### src/rtl/uart_pkg.sv
// Shared UART constants: data width and default receive FIFO depth.
package uart_pkg;

    localparam int UART_DATA_W         = 8;
    localparam int UART_FIFO_DEPTH_DEF = 16;

endpackage

### src/rtl/uart_fifo_mem.sv
// Byte storage for the UART receive FIFO: synchronous write, registered read.
// The array itself is never reset; only the read-data register is.
module uart_fifo_mem
    import uart_pkg::*;
#(
    parameter int DEPTH = UART_FIFO_DEPTH_DEF,
    parameter int WIDTH = UART_DATA_W,
    localparam int AW   = $clog2(DEPTH)
) (
    input  logic             i_Clock,
    input  logic             i_Reset,
    input  logic             i_Wr_En,
    input  logic [AW-1:0]    i_Wr_Addr,
    input  logic [WIDTH-1:0] i_Wr_Data,
    input  logic             i_Rd_En,
    input  logic [AW-1:0]    i_Rd_Addr,
    output logic [WIDTH-1:0] o_Rd_Data
);

    logic [WIDTH-1:0] mem [DEPTH];

    always_ff @(posedge i_Clock) begin
        if (i_Wr_En) begin
            mem[i_Wr_Addr] <= i_Wr_Data;
        end
    end

    // Read register holds its value between reads so the consumer sees a stable byte.
    always_ff @(posedge i_Clock or posedge i_Reset) begin
        if (i_Reset) begin
            o_Rd_Data <= '0;
        end else if (i_Rd_En) begin
            o_Rd_Data <= mem[i_Rd_Addr];
        end
    end

endmodule

### src/rtl/uart_rx_fifo.sv
// UART receive FIFO: pointers, occupancy count, registered flags and sticky overflow
// around a uart_fifo_mem storage block.
module uart_rx_fifo
    import uart_pkg::*;
#(
    parameter int DEPTH = UART_FIFO_DEPTH_DEF,
    parameter int WIDTH = UART_DATA_W,
    localparam int AW   = $clog2(DEPTH),
    localparam int CW   = AW + 1
) (
    input  logic             i_Clock,
    input  logic             i_Reset,
    input  logic             i_RX_DV,
    input  logic [WIDTH-1:0] i_RX_Byte,
    input  logic             i_Rd_En,
    input  logic             i_Clr_Overflow,
    output logic [WIDTH-1:0] o_Rd_Byte,
    output logic             o_Rd_DV,
    output logic             o_Empty,
    output logic             o_Full,
    output logic [CW-1:0]    o_Count,
    output logic             o_Overflow
);

    logic [AW-1:0] wr_ptr;
    logic [AW-1:0] rd_ptr;
    logic [CW-1:0] count_next;
    logic          wr_acc;
    logic          rd_acc;

    // Acceptance uses the registered flags, so a write into an empty FIFO cannot be read the same cycle.
    assign wr_acc = i_RX_DV && !o_Full;
    assign rd_acc = i_Rd_En && !o_Empty;

    always_comb begin
        count_next = o_Count;
        if (wr_acc && !rd_acc) begin
            count_next = o_Count + CW'(1);
        end else if (rd_acc && !wr_acc) begin
            count_next = o_Count - CW'(1);
        end
    end

    // DEPTH is a power of two, so pointer rollover gives the modulo wrap for free.
    always_ff @(posedge i_Clock or posedge i_Reset) begin
        if (i_Reset) begin
            wr_ptr     <= '0;
            rd_ptr     <= '0;
            o_Count    <= '0;
            o_Empty    <= 1'b1;
            o_Full     <= 1'b0;
            o_Rd_DV    <= 1'b0;
            o_Overflow <= 1'b0;
        end else begin
            if (wr_acc) begin
                wr_ptr <= wr_ptr + AW'(1);
            end
            if (rd_acc) begin
                rd_ptr <= rd_ptr + AW'(1);
            end
            o_Count <= count_next;
            o_Empty <= (count_next == '0);
            o_Full  <= (count_next == CW'(DEPTH));
            o_Rd_DV <= rd_acc;
            if (i_RX_DV && o_Full) begin
                o_Overflow <= 1'b1;
            end else if (i_Clr_Overflow) begin
                o_Overflow <= 1'b0;
            end
        end
    end

    uart_fifo_mem #(
        .DEPTH (DEPTH),
        .WIDTH (WIDTH)
    ) u_mem (
        .i_Clock   (i_Clock),
        .i_Reset   (i_Reset),
        .i_Wr_En   (wr_acc),
        .i_Wr_Addr (wr_ptr),
        .i_Wr_Data (i_RX_Byte),
        .i_Rd_En   (rd_acc),
        .i_Rd_Addr (rd_ptr),
        .o_Rd_Data (o_Rd_Byte)
    );

endmodule

### config.mk
export PLATFORM = sky130hd
export DESIGN_NAME = uart_rx_fifo
export DESIGN_NICKNAME = d
export VERILOG_FILES = /design/src/rtl/uart_pkg.sv /design/src/rtl/uart_fifo_mem.sv /design/src/rtl/uart_rx_fifo.sv
export SDC_FILE = /design/constraint.sdc
export NUM_CORES = 1
export LEC_CHECK = 0
export ABC_AREA = 1
export CAP_MARGIN = 20
export CORE_MARGIN = 4
export CORE_UTILIZATION = 65
export CTS_BUF_LIST = sky130_fd_sc_hd__clkbuf_4 sky130_fd_sc_hd__clkbuf_8 sky130_fd_sc_hd__clkbuf_16
export DETAILED_ROUTE_END_ITERATION = 8
export PLACE_DENSITY = 0.88
export SKIP_CTS_REPAIR_TIMING = 1
export SLEW_MARGIN = 20
export SYNTH_ARGS = -nofsm -noshare
export SYNTH_HDL_FRONTEND = slang
export SYNTH_SLANG_ARGS = --single-unit
### constraint.sdc
create_clock -name i_Clock -period 4.04 [get_ports i_Clock]
set_input_delay 0.808 -clock i_Clock [delete_from_list [all_inputs] [get_ports i_Clock]]
set_output_delay 0.808 -clock i_Clock [all_outputs]
set_load 0.02 [all_outputs]
* Word level (Yosys, flattened, before mapping)
Memory sizes are Yosys's and may differ from the RTL's. A register that Yosys moved wholly into a read port is not among the register bits. Cells that the tools add are included.
Operators by class: $add $sub $neg 4, div/mod/pow operators 0, $lt $le $gt $ge 0, multiplexer cells 6, shift operators 0, eq/ne operators 1, multipliers 0, reduce and logical (&&, ||, !) cells 11, bitwise gates (word level) 0
Operator list (number):
- two-way mux 5 bit | 2
- adder 4 x 1 -> 4 bit (second input constant) | 2
- adder 5 x 1 -> 5 bit (second input constant) | 1
- == test 5 bit (second input constant) | 1
- logical AND 1 bit | 5
- logical NOT 5 bit | 1
- subtractor 5 x 1 -> 5 bit (second input constant) | 1
- logical NOT 1 bit | 4
- two-way mux 1 bit | 4
- nonzero test 2 bit | 1
Word-level totals: output and inout bits 17, register bits after elaboration 17, memory bits (writable) 128, memory bits (read-only) 0, memories kept 1, latch bits 0
Memory list:
- u_mem.mem | words 16, bits a word 8, rd ports 1, clocked after memory_dff 1, write ports 1, RTL line uart_fifo_mem.sv:20 | logic [WIDTH-1:0] mem [DEPTH];

* Longest topological paths before layout
depth in word-level cells 7, depth in mapped cells 10

* Modules after synthesis
Synthesis repeated with hierarchy kept, for this count alone.
Unflattened totals: cell total of the unflattened synthesis 588, area, all modules 6520.0 um^2
Modules (own cells, without submodules):
- uart_fifo_mem | seq. area each 4043.9 um^2, cells each 482, area an instance 5595.4 um^2, instances 1
- uart_rx_fifo | seq. area each 426.7 um^2, cells each 106, area an instance 924.6 um^2, instances 1

* Worst setup path after synthesis
Ideal clock, no wire load.
path kind input -> register, from in i_RX_DV, to mem u_mem.mem[11][0] in the netlist's numbering (enable), path buffers 1, setup time 0.370 ns, path slack 2.072 ns, stages on the path 5, data arrival time 1.597 ns, cells stage by stage inv_2 nor2_2 buf_6 nand2_1 nor2_1
Between the ends: cells in the longest elaborated chain, start to end 3
Ends and longest elaborated chain:
- start, declared | RTL line uart_rx_fifo.sv:13 | input logic i_RX_DV,
- logical AND 1 bit | RTL line uart_rx_fifo.sv:32 | assign wr_acc = i_RX_DV && !o_Full;
- two-way mux 1 bit | RTL line uart_fifo_mem.sv:23 | if (i_Wr_En) begin
- two-way mux 1 bit (not written as such) | RTL line uart_fifo_mem.sv:24 | mem[i_Wr_Addr] <= i_Wr_Data;
- end, declared | RTL line uart_fifo_mem.sv:20
Every way passes these cells.

* Worst setup path in the final report
from in i_RX_DV, to mem u_mem.mem[7][5] in the netlist's numbering (enable)
The elaborated chain is that of the path after synthesis.

==> impl_metrics.ini <==
[yosys]
yosysSeqAreaShare_pct = 64.3
synth_edf_count = 128
yosys_warnings = 0
syn_avg_cell_area_um2 = 9.82
ys_ff_latch = 153
synth_nets = 728
ys_async_sr_fraction_pct = 16.3
synthCells = 708
synth.distinct_cells = 27
synth_most_common_cell = nand2_1
synth_area_um2 = 6950
ys_top_cells_by_count = nand2_1, edfxtp_1, inv_1
synth.largest_area_cell = edfxtp_1
synth_top_area_share_pct = 55.3
synth_flop_cell = edfxtp_1
synthTopCellsByArea = edfxtp_1, nand2_1, dfrtp_1, inv_1, nand3_1

[route]
wl_um = 17000
dr.pass1.iters = 6
wl_per_cell_um = 19.3
drt_iter0_markers = 692
antenna_left = 0
via_per_inst = 5.67
via_count = 4986
drc = 0

[critical_path]
path_max_fanout = 11
r2r_end = u_mem.o_Rd_Data[3]$_DFFE_PP0P_
cp_data_arrival_time_ns = 2.78
crit-reg2reg-launch = rd_ptr[0]$_DFFE_PP0P_
worstSetupStartpointType = input port
worstSetupPathType = in2reg
cp-end-kind = flip-flop
rr_worst_depth = 8
regToRegSetupSlack_ns = 1.61
cp.required_ns = 4.21

[finish]
drive_gt1_share_pct = 7.26
stdcell_count = 880
final-seq-area_um2 = 4470
final_util_pct = 75.6
fillCellCount = 649
area_growth_pct = 12.8
nets = 751
diodes = 0
multi_input_area_um2 = 1790

[global_routing]
grt_max_degree = 58
grt_first_pass_wirelength_um = 26400
grt-ovfl-total = 0
grtUsageTotal_pct = 28.3
grt_pass1_vias = 4928
antenna_found_initial = 0

[place]
detailed_place_hpwl_um = 10300
dp_cells = 847
port_buffers = 29
place_congestion = 0.980

[min_path]
min_from = u_mem.o_Rd_Data[4]$_DFFE_PP0P_
holdPathStages = 2
hold_path.class = reg2reg
holdPathEnd = u_mem.o_Rd_Data[4]$_DFFE_PP0P_

[pwr]
peakVddDrop_v = 0.000395
power_density_nw_per_um2 = 722
leakage_nw = 3.52

[cts]
clock_latency_ns = 0.53
cts-htree-levels = 4
clkTransAtPathRegs_ns = 0.06
tritoncts = done
ctsLongestPathBuffers = 2
clock-sinks = 153
root_buffer = clkbuf_8
cts_buffers = 17

[timing]
rsz0062_at_grt = no
fin_tns_setup_ns = 0
finClkSkew_ns = 0.00415
finalHoldViolations = 0
report.final.setup_viol = 0
slew_headroom_pct = 33.3
tightest_slew_ns = 0.999
fin_crit_ns = 2.61
post-route-period-util_pct = 64.6
drv_slew = 0
max_clock_freq_ghz = 0.383

[die]
rows = 37
fp.dieH_um = 111
die_area_um2 = 12400
initial_core_util_pct = 67.0
io_pins = 30
die_w_um = 111
core-area_um2 = 10400

[flow_run]
cap_violations = 0

[run_status]
status = completed
==> where the power goes <==
part,internal (mW),leakage [nW],switching [mW]
logic,0.602,1.78,1.31
registers,1.96,1.46,0.224
clock network,0.941,0.284,0.622
==> metrics by stage <==
| stage | cell area [µm²] | hold WS [ns] | power, mW | setup WS, ns |
|---|---|---|---|---|
| 2_1_floorplan | 6950 | 0.558 | 3.51 | 2.07 |
| 6_report | 7840 | 0.486 | 5.66 | 1.43 |
| 4_1_cts | 7810 | 0.482 | 5.62 | 1.47 |
| 3_5_place_dp | 7220 | 0.466 | 4.03 | 0.955 |
| 5_1_grt | 7840 | 0.500 | 5.94 | 1.29 |
| 3_3_place_gp | 7220 | 0.470 | 3.94 | 1.01 |
==> per-layer routing <==
metal	up-vias	track usage (%)	wire length, µm
li1	2275	-	-
met1	2302	37.4	6280
met2	352	44.8	8150
met3	57	7.77	1950
met4	0	11.6	576
met5	-	0	0
==> final cells by class <==
| type | instances | area share (%) |
|---|---|---|
| well taps | 136 | 2.17 |
| clock buffers | 17 | 5.28 |
| clock inverters | 15 | 2.23 |
| multi-input cells | 398 | 22.9 |
| repair buffers | 32 | 4.25 |
| inverters | 129 | 6.18 |
| flip-flops and latches | 153 | 57.0 |
==> cells in the final DEF (no fill, tap or decap) <==
master           netlist  layout
ha_1                   7       7
clkdlybuf4s50_1        0      29
buf_16                 0       1
o21ai_0                4       4
inv_6                  0       2
clkinv_1               2       5
clkinv_4               0       4
clkbuf_16              0      16
inv_2                  5       5
clkinvlp_4             0       2
or2_1                  2       2
edfxtp_1             128     128
clkbuf_8               0       1
xor2_1                 7       7
dfrtp_1               24      23
nor2_4                 2       2
or2_2                  3       3
nand2_2                3       3
nand4_1                2       2
nor2_2                 2       2
or2_0                  3       3
clkinv_2               0       2
nand2_1              246     246
o22ai_1                1       1
dfstp_2                1       1
nand3_2                3       3
nand3_1               89      89
nand2_4                1       1
buf_4                  7       2
inv_1                122     121
dfrtp_2                0       1
nor2_1                22      22
o211ai_1               1       1
bufinv_16              0       3
==> registers in the layout, indices dropped and copies added, names as in the netlist <==
signal           count
o_Overflow           1
o_Count              5
o_Rd_DV              1
wr_ptr               4
o_Empty              1
u_mem.o_Rd_Data      8
u_mem.mem          128
o_Full               1
rd_ptr               4
==> worst max-delay path: stages <==
cell and delay, ns:
clkdlybuf4s50_1 0.51, inv_2 0.05, nor2_2 0.43, nand2_1 0.37, nor2_1 0.60
==> cells by family after synthesis <==
family / Yosys count / share of synthesized area [%]
buffers and inverters: 157 / 9.93
AOI/OAI and AO/OA: 6 / 0.486
DFF: 153 / 64.3
adders and majority gates: 7 / 1.26
and+or+nand+nor: 378 / 23.1
xor gates and xnor gates: 7 / 0.882
==> how the worst max path moves through the flow <==
stage / start / to / slack, ns / depth (start not counted)
5_1_grt: i_RX_DV / u_mem.mem[7][5]$_DFFE_PP_ / 1.29 / 5
3_3_place_gp: i_RX_DV / u_mem.mem[15][2]$_DFFE_PP_ / 1.01 / 5
4_1_cts: i_RX_DV / u_mem.mem[15][5]$_DFFE_PP_ / 1.47 / 5
2_1_floorplan: i_RX_DV / u_mem.mem[11][0]$_DFFE_PP_ / 2.07 / 5
3_5_place_dp: i_RX_DV / u_mem.mem[7][4]$_DFFE_PP_ / 0.96 / 5
6_report: i_RX_DV / u_mem.mem[7][5]$_DFFE_PP_ / 1.43 / 5
No activity file was read; power rests on OpenSTA's default activity.
